<file path="src/rtl/jtag_scan_master.sv">
// rtl/jtag_scan_master.sv - JTAG scan initiator: runs one TAP reset/IR/DR/idle command per handshake
// Tracks the target TAP state locally and walks it with generated tms/tdi while sampling tdo.
module jtag_scan_master #(
  parameter int TCK_HALF = 2,
  parameter int DATA_W   = 32,
  parameter int LEN_W    = $clog2(DATA_W) + 1
) (
  input  logic              clk,
  input  logic              rst,
  input  logic              cmd_valid,
  output logic              cmd_ready,
  input  logic [1:0]        cmd_op,
  input  logic [LEN_W-1:0]  cmd_len,
  input  logic [DATA_W-1:0] cmd_data,
  output logic              rsp_valid,
  input  logic              rsp_ready,
  output logic [DATA_W-1:0] rsp_data,
  output logic              rsp_err,
  output logic              tck,
  output logic              tms,
  output logic              tdi,
  input  logic              tdo,
  output logic [3:0]        tap_state,
  output logic              busy
);
  localparam int CNT_W = LEN_W + 3;
  localparam int PH_W  = (TCK_HALF > 1) ? $clog2(TCK_HALF) : 1;
  localparam int IDX_W = (DATA_W > 1) ? $clog2(DATA_W) : 1;

  localparam logic [1:0] OP_RST = 2'd0, OP_IR = 2'd1, OP_DR = 2'd2, OP_IDLE = 2'd3;
  localparam logic [3:0] TLR = 4'h0, RTI = 4'h1, SEL_DR = 4'h2, CAP_DR = 4'h3,
                         SH_DR = 4'h4, EX1_DR = 4'h5, PAU_DR = 4'h6, EX2_DR = 4'h7,
                         UPD_DR = 4'h8, SEL_IR = 4'h9, CAP_IR = 4'hA, SH_IR = 4'hB,
                         EX1_IR = 4'hC, PAU_IR = 4'hD, EX2_IR = 4'hE, UPD_IR = 4'hF;

  typedef enum logic [1:0] {S_IDLE, S_RUN, S_RESP} state_t;
  state_t state_q, state_d;

  function automatic logic [3:0] tap_next(input logic [3:0] s, input logic m);
    case (s)
      TLR:     return m ? TLR    : RTI;
      RTI:     return m ? SEL_DR : RTI;
      SEL_DR:  return m ? SEL_IR : CAP_DR;
      CAP_DR:  return m ? EX1_DR : SH_DR;
      SH_DR:   return m ? EX1_DR : SH_DR;
      EX1_DR:  return m ? UPD_DR : PAU_DR;
      PAU_DR:  return m ? EX2_DR : PAU_DR;
      EX2_DR:  return m ? UPD_DR : SH_DR;
      UPD_DR:  return m ? SEL_DR : RTI;
      SEL_IR:  return m ? TLR    : CAP_IR;
      CAP_IR:  return m ? EX1_IR : SH_IR;
      SH_IR:   return m ? EX1_IR : SH_IR;
      EX1_IR:  return m ? UPD_IR : PAU_IR;
      PAU_IR:  return m ? EX2_IR : PAU_IR;
      EX2_IR:  return m ? UPD_IR : SH_IR;
      default: return m ? SEL_DR : RTI;
    endcase
  endfunction

  // Index (after any preamble TCK) of the first shift TCK.
  function automatic logic [CNT_W-1:0] shift_start(input logic [1:0] op);
    return (op == OP_IR) ? CNT_W'(4) : CNT_W'(3);
  endfunction

  function automatic logic is_shift(input logic [1:0] op, input logic [CNT_W-1:0] len,
                                    input logic pre, input logic [CNT_W-1:0] idx);
    logic [CNT_W-1:0] j, ss;
    j  = idx - CNT_W'(pre);
    ss = shift_start(op);
    return (op == OP_IR || op == OP_DR) && !(pre && idx == '0) && (j >= ss) && (j < ss + len);
  endfunction

  function automatic logic [IDX_W-1:0] shift_idx(input logic [1:0] op, input logic pre,
                                                 input logic [CNT_W-1:0] idx);
    return IDX_W'(idx - CNT_W'(pre) - shift_start(op));
  endfunction

  function automatic logic tms_at(input logic [1:0] op, input logic [CNT_W-1:0] len,
                                  input logic pre, input logic [CNT_W-1:0] idx);
    logic [CNT_W-1:0] j, ss;
    j  = idx - CNT_W'(pre);
    ss = shift_start(op);
    if (pre && idx == '0) return 1'b0;
    case (op)
      OP_RST:  return j < CNT_W'(5);
      OP_IDLE: return 1'b0;
      default: begin
        if (j < ss) return (op == OP_IR) ? (j < CNT_W'(2)) : (j == '0);
        // Last shift bit leaves Shift, next TCK enters Update, then back to RTI.
        return (j >= ss + len - CNT_W'(1)) && (j <= ss + len);
      end
    endcase
  endfunction

  logic              tck_q, tck_d, tms_q, tms_d, tdi_q, tdi_d;
  logic [PH_W-1:0]   ph_q, ph_d;
  logic [CNT_W-1:0]  k_q, k_d, n_q, n_d, len_q, len_d, k_nx, len_in, n_in;
  logic [1:0]        op_q, op_d;
  logic [DATA_W-1:0] data_q, data_d, rdata_q, rdata_d;
  logic              pre_q, pre_d, fin_q, fin_d, err_q, err_d;
  logic [3:0]        tap_q, tap_d;
  logic              accept, pre_in, err_in;

  always_ff @(posedge clk) begin
    if (rst) state_q <= S_IDLE;
    else     state_q <= state_d;
  end

  always_comb begin
    state_d = state_q;
    case (state_q)
      S_IDLE:  if (cmd_valid) state_d = S_RUN;
      S_RUN:   if (fin_q) state_d = S_RESP;
      S_RESP:  if (rsp_ready) state_d = S_IDLE;
      default: state_d = S_IDLE;
    endcase
  end

  always_comb begin
    cmd_ready = (state_q == S_IDLE);
    rsp_valid = (state_q == S_RESP);
    busy      = (state_q != S_IDLE);
  end

  always_ff @(posedge clk) begin
    if (rst) begin
      tck_q <= 1'b0; tms_q <= 1'b1; tdi_q <= 1'b0; ph_q <= '0; k_q <= '0; n_q <= '0;
      len_q <= '0; op_q <= OP_RST; data_q <= '0; rdata_q <= '0; pre_q <= 1'b0;
      fin_q <= 1'b0; err_q <= 1'b0; tap_q <= TLR;
    end else begin
      tck_q <= tck_d; tms_q <= tms_d; tdi_q <= tdi_d; ph_q <= ph_d; k_q <= k_d; n_q <= n_d;
      len_q <= len_d; op_q <= op_d; data_q <= data_d; rdata_q <= rdata_d; pre_q <= pre_d;
      fin_q <= fin_d; err_q <= err_d; tap_q <= tap_d;
    end
  end

  always_comb begin
    accept = (state_q == S_IDLE) && cmd_valid;
    len_in = CNT_W'(cmd_len);
    pre_in = (tap_q == TLR) && (cmd_op != OP_RST);
    err_in = (cmd_op != OP_RST) && ((cmd_len == '0) || (len_in > CNT_W'(DATA_W)));
    case (cmd_op)
      OP_RST:  n_in = CNT_W'(6);
      OP_IR:   n_in = len_in + CNT_W'(6) + CNT_W'(pre_in);
      OP_DR:   n_in = len_in + CNT_W'(5) + CNT_W'(pre_in);
      default: n_in = len_in + CNT_W'(pre_in);
    endcase
    k_nx = k_q + CNT_W'(1);

    tck_d = tck_q; tms_d = tms_q; tdi_d = tdi_q; ph_d = ph_q; k_d = k_q; n_d = n_q;
    len_d = len_q; op_d = op_q; data_d = data_q; rdata_d = rdata_q; pre_d = pre_q;
    fin_d = fin_q; err_d = err_q; tap_d = tap_q;

    if (accept) begin
      op_d = cmd_op; len_d = len_in; data_d = cmd_data; pre_d = pre_in; n_d = n_in;
      err_d = err_in; fin_d = err_in; k_d = '0; ph_d = '0; tck_d = 1'b0; tdi_d = 1'b0;
      rdata_d = '0;
      if (!err_in) tms_d = tms_at(cmd_op, len_in, pre_in, '0);
    end else if (state_q == S_RUN && !fin_q) begin
      if (ph_q == PH_W'(TCK_HALF - 1)) begin
        ph_d = '0;
        if (!tck_q) begin
          tck_d = 1'b1;
          tap_d = tap_next(tap_q, tms_q);
          if (is_shift(op_q, len_q, pre_q, k_q)) rdata_d[shift_idx(op_q, pre_q, k_q)] = tdo;
        end else begin
          tck_d = 1'b0;
          if (k_q == n_q - CNT_W'(1)) begin
            fin_d = 1'b1; tms_d = 1'b0; tdi_d = 1'b0;
          end else begin
            k_d   = k_nx;
            tms_d = tms_at(op_q, len_q, pre_q, k_nx);
            tdi_d = is_shift(op_q, len_q, pre_q, k_nx) ? data_q[shift_idx(op_q, pre_q, k_nx)] : 1'b0;
          end
        end
      end else begin
        ph_d = ph_q + PH_W'(1);
      end
    end
  end

  assign tck       = tck_q;
  assign tms       = tms_q;
  assign tdi       = tdi_q;
  assign tap_state = tap_q;
  assign rsp_data  = rdata_q;
  assign rsp_err   = err_q;
endmodule

</file>
<file path="config.mk">
export PLATFORM = sky130hd
export DESIGN_NAME = jtag_scan_master
export DESIGN_NICKNAME = d
export VERILOG_FILES = /design/src/rtl/jtag_scan_master.sv
export SDC_FILE = /design/constraint.sdc
export NUM_CORES = 1
export LEC_CHECK = 0
export ABC_AREA = 1
export BUFFER_PORTS_ARGS = -buffer_cell sky130_fd_sc_hd__buf_2
export CORE_MARGIN = 3
export CORE_UTILIZATION = 40
export CTS_CLUSTER_DIAMETER = 80
export DETAILED_ROUTE_END_ITERATION = 12
export HOLD_SLACK_MARGIN = 0.12
export PLACE_DENSITY = 0.63
export SYNTH_ARGS = -nofsm -noshare
export SYNTH_HDL_FRONTEND = slang
export SYNTH_SLANG_ARGS = --single-unit
</file>
<file path="constraint.sdc">
create_clock -name clk -period 8.1 [get_ports clk]
set_clock_uncertainty 0.1 [all_clocks]
set_input_delay 0.81 -clock clk [delete_from_list [all_inputs] [get_ports clk]]
set_output_delay 0.81 -clock clk [all_outputs]
set_load 0.01 [all_outputs]
</file>
==> results.cfg <==
[final_layout]
nets = 1250
mostFrequentLayoutCells = nand2_1, inv_1, nor2_1
multi_input_area_sq_um = 4300
final_area_sq_um = 8010
finalNonFillerCells = 1384
fill_cells = 1842
diodes = 0
seqCellArea_sq_um = 2020
final_common_cell = nand2_1
area_growth_pct = 11.3
post_route_cells_drive_above_1_share_pct = 13.1

[global_route]
grt_max_degree = 64
antenna_found_initial = 0
grt-ovfl-total = 0
grt_pass1_wl_um = 31300
grt_pass1_vias = 6478
grt_use_total_pct = 18.9

[power]
switchingPower_mw = 0.448
swShare_pct = 34.7
p_leak_nw = 3.91
p_seq_share_pct = 41.0
powerDensity_nw_per_um2 = 162
finalPower_mw = 1.29
ir_worst_vdd_v = 0.000103
clockPowerShare_pct = 33.2
power_frac_comb_pct = 25.8
p_int_mw = 0.846

[placement]
port_buffers = 87
dp_hpwl_um = 14000
place_ws_ps = 3940
place_area_sq_um = 7710
dpl.cell_count = 1368
routabilityCongestion = 0.939

[worst_setup_path]
startpoint = op_q[1]
path_class = flip-flop to flip-flop
regToRegSetupSlack_ps = 3880
r2r.worst_path.cells = 18
cp.arrival_ps = 4410
path_max_fanout = 32
cp.required_ps = 8290
startpoint_type = flip-flop
reg2reg_from = op_q[1]
regToRegEndpoint = rsp_data[1]
worstSetupEndpoint = rsp_data[1]
critPathCaptureType = flip-flop

[routing]
firstDrtPassIters = 5
drc = 0
num_vias = 6998
wirelength_um = 18400
drtIter0Drc = 380
wl_per_cell_um = 13.3
routed_via_density = 5.06
antenna_left = 0

[clock_network]
cts_buffers = 9
cts_hold_buf = 0
post_cts_buffers = 0
cts_tree = done
clkTransAtPathRegs_ps = 70
h-tree-depth = 3
clk_path_buf_depth = 2
cts.repair.resized = 0
cts_num_sinks = 101
clock_latency_ps = 360
cts-root-buf = clkbuf_16

[floorplanning]
rows = 48
die_y_um = 140
coreArea_sq_um = 17400
die-area_sq_um = 19600
ioPinCount = 88
die_x_um = 140
start_util_pct = 41.3

[synth]
ys.flop_type = dfxtp_1
netlist_instances = 1090
synth-seq-cells = 101
synth-seq-area-share_pct = 28.1
syn_area_per_cell_sq_um = 6.60
synth-edff-count = 0
ys_types = 53
async_flop_share_pct = 0
yosysWarningCount = 0
syn-cell-area_sq_um = 7190
synth_nets = 1186

[worst_hold_path]
hold_path_class = flip-flop to flip-flop

[sta]
slew_headroom_pct = 20.2
rsz0062_at_grt = no
min_period_ps = 4220
fmax_mhz = 237
worst_pin_slew_ps = 1200
slew_violations = 0
setup_ws_ps = 3880
tns_ps = 0
setup_viol = 0
min_period_over_period_pct = 52.0
finalHoldViolCount = 0

[outcome]
outcome = complete, no violations

[job]
maxCapViolations = 0
==> flip-flops by register name (all words and copies together) (netlist names), 2 cells and up <==
signal,flops
data_q,32
rsp_data,32
k_q,9
n_q,7
len_q,6
tap_state,4
op_q,2
state_q,2
==> per-stage QoR <==
stage	utilization (%)	hold slack (ps)
after floorplan	-	335
after global placement	44.3	354
after detailed placement	44.3	363
after CTS	46.0	377
after global routing	46.0	399
final	46.0	369
==> power by group through the flow <==
stage	sequential, mW	combinational [mW]	clock, mW
after floorplan	0.539	0.260	0
after global placement	0.542	0.331	0
after detailed placement	0.542	0.331	0
after CTS	0.531	0.333	0.443
after global routing	0.534	0.383	0.461
final	0.531	0.333	0.430
==> kinds of logic after synthesis <==
group	Yosys count	share of synthesized area, %
fa+ha+maj	51	8.88
flops	101	28.1
buf+inv	212	12.2
xor+xnor	31	4.30
simple gates	499	30.7
compound gates	196	15.8
==> final cells by class <==
| type | instances | share of cell area, % |
|---|---|---|
| timing repair buffer | 89 | 5.63 |
| clock inverter | 7 | 0.813 |
| sequential | 101 | 25.3 |
| inverter | 176 | 8.28 |
| clock buffer | 9 | 2.81 |
| multi-input combinational | 777 | 53.7 |
| tap | 225 | 3.52 |
==> worst min path at each step <==
stage | start | cells after the start | end | slack, ps
6_report | fin_q | 2 | state_q[1] | 370
5_1_grt | data_q[3] | 1 | data_q[3] | 400
4_1_cts | fin_q | 2 | state_q[1] | 380
3_5_place_dp | data_q[22] | 1 | data_q[22] | 360
3_3_place_gp | fin_q | 2 | state_q[1] | 350
2_1_floorplan | len_q[0] | 2 | len_q[0] | 330
==> critical path: stages (launching register included) <==
cell	delay [ps]
dfxtp_1	300
inv_1	100
ha_1	320
inv_1	120
ha_1	220
ha_1	180
a21oi_1	190
o22ai_1	150
nand3_1	210
ha_1	290
nand2_1	60
inv_1	40
nor4_2	190
o2111ai_1	160
nor2_2	930
nand4_1	290
nand2_1	130
nand2_1	60
nor2_1	110
==> cells in the mapped netlist, drive strengths merged (4+ instances only) <==
cell,number,area share (%)
nand2,236,13
inv,173,9.1
nor2,142,8.0
dfxtp,101,28
o21ai,82,5.7
a21oi,64,4.5
nand3,57,4.4
ha,51,8.9
nand4,46,4.0
xor2,21,3.1
clkbuf,20,1.0
a22o,17,2.1
buf,16,1.9
xnor2,10,1.2
o22ai,9,0.78
nor3,7,0.49
a31oi,4,0.35
o21bai,4,0.47
==> layer usage <==
layer	wire length, um	vias to the layer above	part of all wire (%)	GRT usage (%)
li1	-	3680	-	-
met1	9060	3112	49	27.0
met2	8160	181	44	29.8
met3	837	25	4.6	2.97
met4	311	0	1.7	5.46
met5	0	-	0	0
(Power assumes the default switching activity.)
